==> config.mk <==
export PLATFORM = sky130hd
export DESIGN_NAME = adding_machine_sequencer
export DESIGN_NICKNAME = d
export VERILOG_FILES = /design/src/rtl/adding_machine_sequencer.sv
export SDC_FILE = /design/constraint.sdc
export NUM_CORES = 1
export LEC_CHECK = 0
export CAP_MARGIN = 20
export CELL_PAD_IN_SITES_DETAIL_PLACEMENT = 2
export CELL_PAD_IN_SITES_GLOBAL_PLACEMENT = 2
export CORE_MARGIN = 3
export CORE_UTILIZATION = 30
export CTS_CLUSTER_SIZE = 12
export DETAILED_ROUTE_END_ITERATION = 8
export PLACE_DENSITY = 0.88
export SYNTH_ARGS = -nofsm -noshare
export SYNTH_HDL_FRONTEND = slang
export SYNTH_SLANG_ARGS = --single-unit
export TNS_END_PERCENT = 100
==> constraint.sdc <==
create_clock -name clk -period 2.55 [get_ports clk]
set_input_delay 0.51 -clock clk [delete_from_list [all_inputs] [get_ports clk]]
set_output_delay 0.51 -clock clk [all_outputs]
set_load 0.05 [all_outputs]
==> src/rtl/adding_machine_sequencer.sv <==
// adding_machine_sequencer
//   Runs one summing job over a run of ROM words: starting at word index
//   'base', it fetches 'count' consecutive words through a two-stage pipeline.
//   Stage 1 registers the ROM data and stage 2 accumulates it. The final sum is
//   then offered to the consumer with a valid/ready handshake.
//
// Ports
//   clk           rising-edge clock
//   reset         asynchronous, active-low reset
//   start         job request, sampled only while idle
//   base          first word index of the job, latched with start
//   count         number of words to sum, latched with start
//   hold          freezes fetch/drain progress for the current cycle
//   mem_addr      word index presented to the combinational ROM
//   mem_data      ROM word for mem_addr, same cycle
//   busy          job in progress (fetching or draining)
//   result        accumulated sum, valid while result_valid is high
//   result_valid  result is being offered
//   result_ready  consumer accepts the result
//   overflow      sticky signed overflow of any add in the current job
module adding_machine_sequencer #(
    parameter int ADDR_W = 30,
    parameter int DATA_W = 32,
    parameter int CNT_W  = 16
) (
    input  logic              clk,
    input  logic              reset,
    input  logic              start,
    input  logic [ADDR_W-1:0] base,
    input  logic [CNT_W-1:0]  count,
    input  logic              hold,
    output logic [ADDR_W-1:0] mem_addr,
    input  logic [DATA_W-1:0] mem_data,
    output logic              busy,
    output logic [DATA_W-1:0] result,
    output logic              result_valid,
    input  logic              result_ready,
    output logic              overflow
);

    typedef enum logic [1:0] {
        IDLE  = 2'd0,
        FETCH = 2'd1,
        DRAIN = 2'd2,
        DONE  = 2'd3
    } state_t;

    state_t            state;
    logic [ADDR_W-1:0] index;
    logic [CNT_W-1:0]  remaining;
    logic [DATA_W-1:0] data_q;
    logic              v1;
    logic [DATA_W-1:0] acc;
    logic [DATA_W-1:0] result_q;
    logic              ovf_q;

    logic [DATA_W-1:0] sum;
    logic              add_ovf;

    // Stage-2 adder: signed overflow when both operands share a sign and the
    // sum's sign differs from it.
    always_comb begin
        sum     = acc + data_q;
        add_ovf = (acc[DATA_W-1] == data_q[DATA_W-1]) &&
                  (sum[DATA_W-1] != acc[DATA_W-1]);
    end

    always_ff @(posedge clk or negedge reset) begin
        if (!reset) begin
            state     <= IDLE;
            index     <= '0;
            remaining <= '0;
            data_q    <= '0;
            v1        <= 1'b0;
            acc       <= '0;
            result_q  <= '0;
            ovf_q     <= 1'b0;
        end else begin
            case (state)
                IDLE: begin
                    if (start) begin
                        index     <= base;
                        remaining <= count;
                        acc       <= '0;
                        ovf_q     <= 1'b0;
                        v1        <= 1'b0;
                        if (count == '0) begin
                            result_q <= '0;
                            state    <= DONE;
                        end else begin
                            state    <= FETCH;
                        end
                    end
                end
                FETCH: begin
                    if (!hold) begin
                        data_q    <= mem_data;
                        v1        <= 1'b1;
                        index     <= index + 1'b1;
                        remaining <= remaining - 1'b1;
                        if (v1) begin
                            acc   <= sum;
                            ovf_q <= ovf_q | add_ovf;
                        end
                        // remaining is never 0 here, so it cannot wrap
                        if (remaining == CNT_W'(1)) begin
                            state <= DRAIN;
                        end
                    end
                end
                DRAIN: begin
                    if (!hold) begin
                        v1 <= 1'b0;
                        if (v1) begin
                            acc      <= sum;
                            ovf_q    <= ovf_q | add_ovf;
                            result_q <= sum;
                        end else begin
                            result_q <= acc;
                        end
                        state <= DONE;
                    end
                end
                DONE: begin
                    if (result_ready) begin
                        state <= IDLE;
                    end
                end
                default: state <= IDLE;
            endcase
        end
    end

    assign mem_addr     = index;
    assign busy         = (state == FETCH) || (state == DRAIN);
    assign result_valid = (state == DONE);
    assign result       = result_q;
    assign overflow     = ovf_q;

endmodule

==> flow_summary_export.csv <==
group,metric,value,unit
layout,final_area,14000,sq um
logic_synthesis,yosysTopAreaCell,"dfrtp_1",
layout,final_util,48.6,%
cts,cts_buffer_depth,2,
floorplanning,dieArea,31500,sq um
detailed_routing,avgRoutedWirePerCell,29.7,um
logic_synthesis,ys_ff_latch,146,
sta,rsz0062_at_grt,"yes",
cts,cts_max_level,4,
layout,final_nets,1406,
power_and_ir_drop,power.density,1620,nW/um^2
sta,hold_viol_final,0,
setup_path,cpPeakStageDelay,0.43,ns
floorplanning,io_pins,148,
cts,cts.sinks,146,
logic_synthesis,synth_ff_type,"dfrtp_1",
cts,clk_pin_slew_worst_paths,0.09,ns
sta,report.final.slew_viol_count,0,
floorplanning,std_cell_rows,62,
sta,worstMarginPinSlew,0.875,ns
global_routing,grt.overflow.total,0,
global_routing,antenna_found_initial,1,
global_routing,grt_max_degree,56,
logic_synthesis,post_synth_inst_count,980,
setup_path,cp_data_arrival_time,3.33,ns
setup_path,ff2ff_path_depth,12,
layout,area_delta_synth_final,59.1,%
detailed_routing,vias,10000,
placement,dpl.hpwl,26300,um
floorplanning,fp.coreArea,28900,sq um
setup_path,endpoint_kind,"register",
placement,port_buffers,147,
logic_synthesis,yosysSeqAreaShare,41.5,%
sta,period_share,119,%
power_and_ir_drop,leakage,5.93,nW
power_and_ir_drop,peakVddDrop,0.866,mV
sta,finalSetupViolCount,58,
setup_path,crit_fanout,3,
flow_run,cap_violations,0,
detailed_routing,drcViolationCount,0,
logic_synthesis,mappedNetlistNets,1103,
placement,place_area,11700,sq um
logic_synthesis,ys_types,71,
setup_path,crit_path_top_delay_cell,"fa_2",
min_path,hold_path_class,"in2async",
layout,antenna_cells,0,
logic_synthesis,synth_top_area_share,41.5,%
sta,fin_crit,3.02,ns
logic_synthesis,syn_area_per_cell,8.99,sq um
global_routing,grt_pass1_wl,67000,um
setup_path,critPathKind,"reg2reg",
setup_path,crit_path_cell_trace,"ha_2, fa_2, a21oi_4, o211ai_1, buf_4, a2111oi_4, o21a_2, buf_6, o31a_1, xnor2_1, mux2i_1, o21ai_1",
cts,cts_tree,"built",
cts,clk_latency,0.46,ns
setup_path,r2r_slack,-0.47,ns
floorplanning,start_util,30.5,%
detailed_routing,drt_first_pass_iters,5,
outcome,violations,"setup timing",
cts,numCtsBuffers,17,
placement,place.gp.congestion,0.862,
logic_synthesis,ys_warn_count,0,
floorplanning,die_w,177,um
sta,tns,-14.14,ns
sta,worst_slack,-0.474,ns
global_routing,grt_pass1_vias,11000,
placement,dp_cells,1598,
detailed_routing,wirelength,49900,um
floorplanning,die_y,177,um
layout,drive_above_1_share,34.1,%
setup_path,critPathRequiredTime,2.86,ns
logic_synthesis,netlist_area,8810,sq um
logic_synthesis,synth_common_cells,"dfrtp_1 (146), nand2_1 (119), a21oi_1 (98), o21ai_0 (83), nand3_1 (48)",
detailed_routing,vias_per_cell,5.97,
logic_synthesis,yosysMostFrequentCell,"dfrtp_1",
logic_synthesis,synthArstFlopShare,100,%
outcome,status,"finished, violations left",
setup_path,startpoint_type,"register",
detailed_routing,antenna_left,0,
sta,fmax,331,MHz
layout,fin_cells,1680,
logic_synthesis,synthTopCellsByArea,"dfrtp_1 (41%), a21oi_1 (5.6%), ha_1 (5.5%), nand2_1 (5.1%), o21ai_0 (4.7%)",
logic_synthesis,synth_edf_count,0,
cts,cts_hold_buffers,0,
cts,cts-root-buf,"clkbuf_16",
detailed_routing,drt_iter0_drc,602,
power_and_ir_drop,fin_total_pwr,0.0228,W
global_routing,grtUsageTotal,27.9,%
sta,skew,0.0202,ns
sta,max-slew-margin-rel,41.6,%
stage by stage:
step                setup slack (ns)  hold WS (ns)
detailed placement            -0.564         0.494
floorplan                     0.0138         0.214
CTS                           -0.278        0.0316
global placement              -0.418         0.465
finish                        -0.474       0.00235
global route                  -0.489        0.0334
area by class of cell:
class                   instances  area (sq um)
clock buffers                  18           439
repair buffers                333          3180
fillers                      2952         14800
clock inverters                14           119
flip-flops and latches        146          3660
well taps                     384           480
multi-input cells             760          6040
inverters                      25          93.8
worst max-delay path: cells and delay by family, from the launching register on:
kind,cells,cell delay (ns)
AO/OA/AOI/OAI,6,1.18
XOR/XNOR,1,0.08
adder cells (fa/ha/maj),2,0.65
buffers and inverters,2,0.29
flip-flops,1,0.41
multiplexers,1,0.25
state kept, by name, summed over array words and instances, names as in the netlist:
register   flops
acc           32
data_q        32
mem_addr      30
overflow       1
remaining     16
result        32
state          2
v1             1
cells by family (layout without fill, tap and decap cells):
kind of cell | Yosys count | after routing | synth area share [%]
AO/OA/AOI/OAI | 337 | 337 | 23.5
AND/OR/NAND/NOR | 305 | 305 | 16.9
flip-flops | 146 | 146 | 41.5
buffers and inverters | 74 | 390 | 3.34
multiplexers | 61 | 61 | 7.37
adder cells (fa/ha/maj) | 40 | 40 | 5.76
XOR/XNOR | 17 | 17 | 1.69
what timing repair did:
item	CTS	global route
pin swaps	69	61
setup endpoints to repair	59	68
cloned	5	0
setup buffers	22	34
resized for setup	149	150
endpoints found under the hold margin	0	0
worst paths after layout:
check,to,from
worst max-delay path,result[24]$_DFFE_PN0P_,acc[0]$_DFFE_PN0P_
worst min-delay path,acc[9]$_DFFE_PN0P_,reset
worst max register to register,result[24]$_DFFE_PN0P_,acc[0]$_DFFE_PN0P_
worst min register to register,data_q[15]$_DFFE_PN0P_,data_q[15]$_DFFE_PN0P_
max in group asynchronous,acc[31]$_DFFE_PN0P_,reset
min in group clk,data_q[15]$_DFFE_PN0P_,data_q[15]$_DFFE_PN0P_
metal layers:
metal / part of all wire (%) / vias up / track usage, %
met1: 38 / 5170 / 30.8
met4: 6.1 / 2 / 12.0
li1: - / 4232 / -
met3: 4.9 / 195 / 5.41
met2: 51 / 425 / 52.0
met5: 0.040 / - / 0
placed cells by master, fill, tap and decap left out, types with 10 or more instances in the layout:
master             n
buf_4            148
clkdlybuf4s50_1  144
dfrtp_1          139
nand2_1           99
a21oi_1           76
o21ai_0           48
nand3_1           43
o22ai_1           38
mux2_2            31
nor2_1            30
ha_1              23
buf_6             23
mux2i_1           22
o21ai_1           21
inv_1             19
a21o_1            18
o21ai_2           17
clkbuf_16         17
a21oi_2           15
and3_1            15
buf_12            13
nor3_1            11
ha_4              11
nand2_2           10
a31oi_1           10
power breakdown:
part | internal (W) | switching (W)
clock | 0.00130 | 0.00129
sequential | 0.00335 | 0.00130
combinational | 0.00617 | 0.00934
total | 0.0108 | 0.0119
No activity file was read; power rests on OpenSTA's default activity.
